--- config.mk ---
export PLATFORM = sky130hd
export DESIGN_NAME = vga_timing_flat
export DESIGN_NICKNAME = d
export VERILOG_FILES = /design/src/rtl/vga_pkg.sv /design/src/rtl/vga_if.sv /design/src/rtl/vga_axis_counter.sv /design/src/rtl/vga_timing.sv /design/src/flat_wrapper.sv
export SDC_FILE = /design/constraint.sdc
export NUM_CORES = 1
export LEC_CHECK = 0
export ABC_AREA = 1
export CAP_MARGIN = 10
export CORE_MARGIN = 3
export CORE_UTILIZATION = 47
export CTS_CLUSTER_DIAMETER = 120
export DETAILED_ROUTE_END_ITERATION = 16
export PLACE_DENSITY = 0.73
export SLEW_MARGIN = 15
export SYNTH_ARGS = -nofsm -noshare
export SYNTH_HDL_FRONTEND = slang
export SYNTH_HIERARCHICAL = 1
export SYNTH_SLANG_ARGS = --single-unit
--- constraint.sdc ---
create_clock -name clk -period 2.3 [get_ports clk]
set_clock_uncertainty 0.1 [all_clocks]
set_input_delay 0.46 -clock clk [delete_from_list [all_inputs] [get_ports clk]]
set_output_delay 0.46 -clock clk [all_outputs]
set_load 0.05 [all_outputs]
--- src/rtl/vga_pkg.sv ---
// rtl/vga_pkg.sv - default 800x600@60 raster constants and shared count width
package vga_pkg;

  localparam int VGA_CNT_W    = 11;

  localparam int VGA_H_ACTIVE = 800;
  localparam int VGA_H_FP     = 40;
  localparam int VGA_H_SYNC   = 128;
  localparam int VGA_H_BP     = 88;
  localparam int VGA_H_TOTAL  = VGA_H_ACTIVE + VGA_H_FP + VGA_H_SYNC + VGA_H_BP;

  localparam int VGA_V_ACTIVE = 600;
  localparam int VGA_V_FP     = 1;
  localparam int VGA_V_SYNC   = 4;
  localparam int VGA_V_BP     = 23;
  localparam int VGA_V_TOTAL  = VGA_V_ACTIVE + VGA_V_FP + VGA_V_SYNC + VGA_V_BP;

  typedef logic [VGA_CNT_W-1:0] vga_cnt_t;

endpackage

--- src/rtl/vga_if.sv ---
// rtl/vga_if.sv - raster bundle driven by vga_timing and read by every draw stage
interface vga_if;
  import vga_pkg::*;

  vga_cnt_t hcount;
  vga_cnt_t vcount;
  logic     hsync;
  logic     vsync;
  logic     hblnk;
  logic     vblnk;

  modport out    (output hcount, vcount, hsync, vsync, hblnk, vblnk);
  modport in     (input  hcount, vcount, hsync, vsync, hblnk, vblnk);
  modport master (output hcount, vcount, hsync, vsync, hblnk, vblnk);
  modport slave  (input  hcount, vcount, hsync, vsync, hblnk, vblnk);

endinterface

--- src/rtl/vga_axis_counter.sv ---
// rtl/vga_axis_counter.sv - one raster axis: wrapping count with registered sync/blank
module vga_axis_counter
  import vga_pkg::*;
#(
  parameter int ACTIVE = VGA_H_ACTIVE,
  parameter int FP     = VGA_H_FP,
  parameter int SYNC   = VGA_H_SYNC,
  parameter int BP     = VGA_H_BP,
  parameter bit POL    = 1'b1
) (
  input  logic     clk,
  input  logic     rst,
  input  logic     en,
  output vga_cnt_t cnt,
  output logic     sync,
  output logic     blnk,
  output logic     wrap
);

  localparam int TOTAL = ACTIVE + FP + SYNC + BP;

  if (TOTAL > (1 << VGA_CNT_W) || TOTAL < 1) begin : g_total_check
    $error("vga_axis_counter: axis total %0d does not fit the count width", TOTAL);
  end

  // One extra bit so a boundary equal to 2048 still compares correctly
  localparam logic [VGA_CNT_W:0] L_ACTIVE     = (VGA_CNT_W+1)'(ACTIVE);
  localparam logic [VGA_CNT_W:0] L_SYNC_START = (VGA_CNT_W+1)'(ACTIVE + FP);
  localparam logic [VGA_CNT_W:0] L_SYNC_END   = (VGA_CNT_W+1)'(ACTIVE + FP + SYNC);
  localparam vga_cnt_t           L_LAST       = vga_cnt_t'(TOTAL - 1);

  vga_cnt_t               w_nxt;
  logic [VGA_CNT_W:0]     w_nxt_ext;
  logic                   w_last;

  assign w_last    = (cnt == L_LAST);
  assign wrap      = en && w_last;
  assign w_nxt_ext = {1'b0, w_nxt};

  always_comb begin
    w_nxt = cnt;
    if (en) begin
      w_nxt = w_last ? '0 : cnt + vga_cnt_t'(1);
    end
  end

  // Sync and blank follow the next count so they line up with cnt in the same cycle
  always_ff @(posedge clk or posedge rst) begin
    if (rst) begin
      cnt  <= '0;
      sync <= ~POL;
      blnk <= 1'b0;
    end else begin
      cnt  <= w_nxt;
      blnk <= (w_nxt_ext >= L_ACTIVE);
      sync <= ((w_nxt_ext >= L_SYNC_START) && (w_nxt_ext < L_SYNC_END)) ? POL : ~POL;
    end
  end

endmodule

--- src/rtl/vga_timing.sv ---
// rtl/vga_timing.sv - free-running VGA raster generator; VGA_TIMING_FRAME_CNT_EN adds frame_tick/frame_cnt
module vga_timing
  import vga_pkg::*;
#(
  parameter int H_ACTIVE = VGA_H_ACTIVE,
  parameter int H_FP     = VGA_H_FP,
  parameter int H_SYNC   = VGA_H_SYNC,
  parameter int H_BP     = VGA_H_BP,
  parameter int V_ACTIVE = VGA_V_ACTIVE,
  parameter int V_FP     = VGA_V_FP,
  parameter int V_SYNC   = VGA_V_SYNC,
  parameter int V_BP     = VGA_V_BP,
  parameter bit SYNC_POL = 1'b1
) (
  input  logic        clk,
  input  logic        rst,
  vga_if.out          vout
`ifdef VGA_TIMING_FRAME_CNT_EN
  ,
  output logic        frame_tick,
  output logic [15:0] frame_cnt
`endif
);

  vga_cnt_t w_hcnt;
  vga_cnt_t w_vcnt;
  logic     w_hsync;
  logic     w_vsync;
  logic     w_hblnk;
  logic     w_vblnk;
  logic     w_h_wrap;
  logic     w_v_wrap;

  vga_axis_counter #(
    .ACTIVE (H_ACTIVE),
    .FP     (H_FP),
    .SYNC   (H_SYNC),
    .BP     (H_BP),
    .POL    (SYNC_POL)
  ) u_h (
    .clk  (clk),
    .rst  (rst),
    .en   (1'b1),
    .cnt  (w_hcnt),
    .sync (w_hsync),
    .blnk (w_hblnk),
    .wrap (w_h_wrap)
  );

  // Vertical axis steps only on the cycle the line wraps
  vga_axis_counter #(
    .ACTIVE (V_ACTIVE),
    .FP     (V_FP),
    .SYNC   (V_SYNC),
    .BP     (V_BP),
    .POL    (SYNC_POL)
  ) u_v (
    .clk  (clk),
    .rst  (rst),
    .en   (w_h_wrap),
    .cnt  (w_vcnt),
    .sync (w_vsync),
    .blnk (w_vblnk),
    .wrap (w_v_wrap)
  );

  assign vout.hcount = w_hcnt;
  assign vout.vcount = w_vcnt;
  assign vout.hsync  = w_hsync;
  assign vout.vsync  = w_vsync;
  assign vout.hblnk  = w_hblnk;
  assign vout.vblnk  = w_vblnk;

`ifdef VGA_TIMING_FRAME_CNT_EN
  logic        r_frame_tick;
  logic [15:0] r_frame_cnt;
  logic        w_frame_end;

  assign w_frame_end = w_h_wrap & w_v_wrap;

  always_ff @(posedge clk or posedge rst) begin
    if (rst) begin
      r_frame_tick <= 1'b0;
      r_frame_cnt  <= 16'd0;
    end else begin
      r_frame_tick <= w_frame_end;
      if (w_frame_end) begin
        r_frame_cnt <= r_frame_cnt + 16'd1;
      end
    end
  end

  assign frame_tick = r_frame_tick;
  assign frame_cnt  = r_frame_cnt;
`else
  logic w_unused_v_wrap;
  assign w_unused_v_wrap = w_v_wrap;
`endif

endmodule
--- src/flat_wrapper.sv ---
// flat-port wrapper written by rule: the top's interface ports become plain ports
module vga_timing_flat import vga_pkg::*;
#(
  parameter int H_ACTIVE = VGA_H_ACTIVE,
  parameter int H_FP     = VGA_H_FP,
  parameter int H_SYNC   = VGA_H_SYNC,
  parameter int H_BP     = VGA_H_BP,
  parameter int V_ACTIVE = VGA_V_ACTIVE,
  parameter int V_FP     = VGA_V_FP,
  parameter int V_SYNC   = VGA_V_SYNC,
  parameter int V_BP     = VGA_V_BP,
  parameter bit SYNC_POL = 1'b1
)
  (clk, rst, vout_hcount, vout_vcount, vout_hsync, vout_vsync, vout_hblnk, vout_vblnk);
  vga_if vout_i ();
  input  logic clk;
  input  logic rst;
  output wire logic [$bits(vout_i.hcount)-1:0] vout_hcount;
  output wire logic [$bits(vout_i.vcount)-1:0] vout_vcount;
  output wire logic [$bits(vout_i.hsync)-1:0] vout_hsync;
  output wire logic [$bits(vout_i.vsync)-1:0] vout_vsync;
  output wire logic [$bits(vout_i.hblnk)-1:0] vout_hblnk;
  output wire logic [$bits(vout_i.vblnk)-1:0] vout_vblnk;
  assign vout_hcount = vout_i.hcount;
  assign vout_vcount = vout_i.vcount;
  assign vout_hsync = vout_i.hsync;
  assign vout_vsync = vout_i.vsync;
  assign vout_hblnk = vout_i.hblnk;
  assign vout_vblnk = vout_i.vblnk;
  vga_timing #(.H_ACTIVE(H_ACTIVE), .H_FP(H_FP), .H_SYNC(H_SYNC), .H_BP(H_BP), .V_ACTIVE(V_ACTIVE), .V_FP(V_FP), .V_SYNC(V_SYNC), .V_BP(V_BP), .SYNC_POL(SYNC_POL)) u_core (.clk(clk), .rst(rst), .vout(vout_i));
endmodule
==> results of run 1 <==
==> layout by cell type (no fill, tap or decap), types with 2 or more instances in the layout <==
cell type        count
nand3_2              3
nor2_1              21
nand2_4              2
nor3_2               3
a21oi_1              4
buf_4               13
dfrtp_1             20
clkbuf_4             3
clkdlybuf4s50_1     27
o21ai_2              2
nand3_1             21
nand2_2              6
nor2_2               8
xor2_1               3
nand4_1              4
nor2_4               4
dfrtp_2              6
a21oi_2              2
inv_1               41
nand2_1             55
inv_2                4
==> worst register-to-register path, delay by kind of cell, from the launching register on <==
family | cells | cell delay (ns)
buffers and inverters | 1 | 0.12
adders and majority gates | 1 | 0.17
DFF | 1 | 0.44
and+or+nand+nor | 15 | 1.34
==> layer usage <==
| metal | vias to the layer above | GRT usage [%] | wire, um |
|---|---|---|---|
| met5 | - | 0 | 0 |
| met4 | 0 | 8.18 | 36 |
| met3 | 4 | 2.43 | 140 |
| met2 | 35 | 29.9 | 1740 |
| met1 | 688 | 26.6 | 1870 |
| li1 | 760 | - | - |
==> area by class of cell <==
class	count	area (um2)	share of cell area, %
multi-input combinational	148	807	38.4
sequential	26	658	31.3
timing repair buffer	40	368	17.5
inverter	46	178	8.45
tap	44	55.1	2.62
clock buffer	4	36.3	1.73
==> registers in the layout, indices dropped and copies added (netlist names) <==
name             flops
u_core/u_h/sync      1
u_core/u_v/blnk      1
u_core/u_v/sync      1
u_core/u_h/blnk      1
u_core/u_v/cnt      11
u_core/u_h/cnt      11
==> worst paths after layout <==
check | start | slack (ns) | to
min in group clk | u_core/u_v/cnt[3]$_DFF_PP0_ | 0.49 | u_core/u_v/cnt[3]$_DFF_PP0_
max | u_core/u_h/cnt[0]$_DFF_PP0_ | 0.04 | vout_hcount[0]
max in group asynchronous | rst | 1.38 | u_core/u_v/cnt[6]$_DFF_PP0_
min | rst | 0.35 | u_core/u_h/cnt[2]$_DFF_PP0_
min reg2reg | u_core/u_v/cnt[3]$_DFF_PP0_ | 0.49 | u_core/u_v/cnt[3]$_DFF_PP0_
max reg2reg | u_core/u_h/cnt[1]$_DFF_PP0_ | 0.05 | u_core/u_v/sync$_DFF_PP0_
==> what timing repair did <==
action	in CTS	in global routing
setup endpoints to repair	1	2
pin swaps	0	4
setup buffers	2	8
gates resized for setup	2	5
==> report_power, final <==
part / internal, mW / total (mW) / switching (mW)
clock: 0.0969 / 0.241 / 0.145
combinational: 0.410 / 1.15 / 0.742
sequential: 0.564 / 0.689 / 0.126
total: 1.07 / 2.08 / 1.01
==> stage by stage <==
| step | worst slack, ns | total power, mW | instances | hold WS, ns | utilization, % |
|---|---|---|---|---|---|
| final | 0.0436 | 2.08 | 308 | 0.353 | 66.1 |
| after global routing | -0.109 | 2.22 | 308 | 0.388 | 66.1 |
| after CTS | 0.0293 | 2.01 | 300 | 0.378 | 63.9 |
| after detailed placement | -0.0114 | 1.75 | 294 | 0.473 | 62.0 |
| after global placement | 0.0625 | 1.75 | 294 | 0.470 | 62.0 |
| after floorplan | 0.00648 | 1.42 | 222 | 0.237 | - |
==> cell families after synthesis <==
logic type	after synthesis	synth area share (%)
buffers and inverters	48	12.1
adder cells (fa/ha/maj)	2	1.55
other	1	0.232
AO/OA/AOI/OAI	12	4.72
flip-flops	26	40.2
XOR/XNOR	3	1.63
AND/OR/NAND/NOR	130	39.6
==> metrics.yaml, run 1 <==
sta:
  tightest_slew_ns: 0.508
  slew_violations: 0
  fin_crit_sh_pct: 98.1
  hold_viol: 0
  fmax_mhz: 443
  period_needed_ns: 2.26
  grt_setup_unrepaired: "true"
  setup_viol: 0
  tns_ns: 0
  slew_headroom_pct: 66.1
placement:
  dp_hpwl_um: 2750
  postPlaceCellArea_um2: 1970
  port_buffers: 27
  place_congestion: 0.902
die:
  ioPinCount: 28
  fp-row-count: 20
  die_area_um2: 4180
  die_w_um: 64.6
  die_y_um: 64.6
  fp.coreArea_um2: 3180
  start_util_pct: 50.9
yosys:
  synth_common_cells: "nand2_1, inv_1, dfrtp_1"
  synth.net_count: 226
  yosys.cell_types.count: 26
  synth_area_leaders: "dfrtp_1, nand2_1, inv_1"
  syn_inst: 222
  avgSynthCellArea_um2: 7.28
  synth_enable_flop_cells: 0
  yosysSeqAreaShare_pct: 40.2
  yosys_warnings: 6
  async_reset_ff_share_pct: 100
  synth_seq_cells: 26
  netlist_area_um2: 1620
  synth.top_cell.area_share_pct: 40.2
  synth_top_area_cell: "dfrtp_1"
  yosysMostFrequentCell: "nand2_1"
  synth_ff_type: "dfrtp_1"
global_route:
  grt_overflow: 0
  antenna_found_initial: 0
  grt_pass1_vias: 1403
  grt_max_degree: 15
  gr-usage-all-layers_pct: 19.1
  grt_pass1_wl_um: 6280
setup_path:
  critPathCaptureType: "primary output"
  arrival_ns: 1.70
  critPathKind: "flop to primary output"
  crit_fanout: 3
  critPathSlowestCell: "clkdlybuf4s50_1"
  worstPathCellList: "buf_4, clkdlybuf4s50_1"
  slowest_delay_ns: 0.80
  cp.depth: 2
  required_ns: 1.74
  startpoint_type: "flop"
  cp_top_family: "buffers and inverters"
  ff2ff_path_depth: 17
  crit_buf_inv: 2
clocking:
  insertion_delay_ns: 0.33
  cts_hold_buf: 0
  clock_path_buffers: 2
  cts_root_buffer: "clkbuf_4"
  cts_made_buffers: 3
  htreeDepth: 1
  clk_pin_slew_ns: 0.16
  cts_tree: "done"
  cts_sinks: 26
finish:
  finalNetCount: 269
  areaGrowthSynthToFinish_pct: 30.0
  design_area_um2: 2100
  drive_gt1_share_pct: 23.1
  num-fill-cells: 269
  n_antenna_cell: 0
route:
  wl_per_cell_um: 12.3
  routed_wl_um: 3790
  antenna_left: 0
  drt_pre_antenna_iters: 5
  viasPerCell: 4.83
  route.detailed.drc: 0
  num_vias: 1487
  drt_iter0_markers: 74
worst_hold_path:
  hp-class: "primary input to asynchronous set/reset pin"
power_and_ir_drop:
  ir_drop_mv: 0.894
  leakage_nw: 1.07
  powerDensity_nw_per_um2: 991
run_status:
  status: "complete, no violations"
run:
  cap_viol_max_count: 0
Note: power is estimated with default switching activity, not from simulation.
==> run 2, diff against run 1 <==
--- a/config.mk
+++ b/config.mk
@@ -11,8 +11,9 @@
 export CORE_UTILIZATION = 47
 export CTS_CLUSTER_DIAMETER = 120
 export DETAILED_ROUTE_END_ITERATION = 16
+export GPL_TIMING_DRIVEN = 1
 export PLACE_DENSITY = 0.73
-export SLEW_MARGIN = 15
+export SLEW_MARGIN = 20
 export SYNTH_ARGS = -nofsm -noshare
 export SYNTH_HDL_FRONTEND = slang
 export SYNTH_HIERARCHICAL = 1
==> results of run 2 <==
Final layout, timing and power as in run 1 (identical DEF).
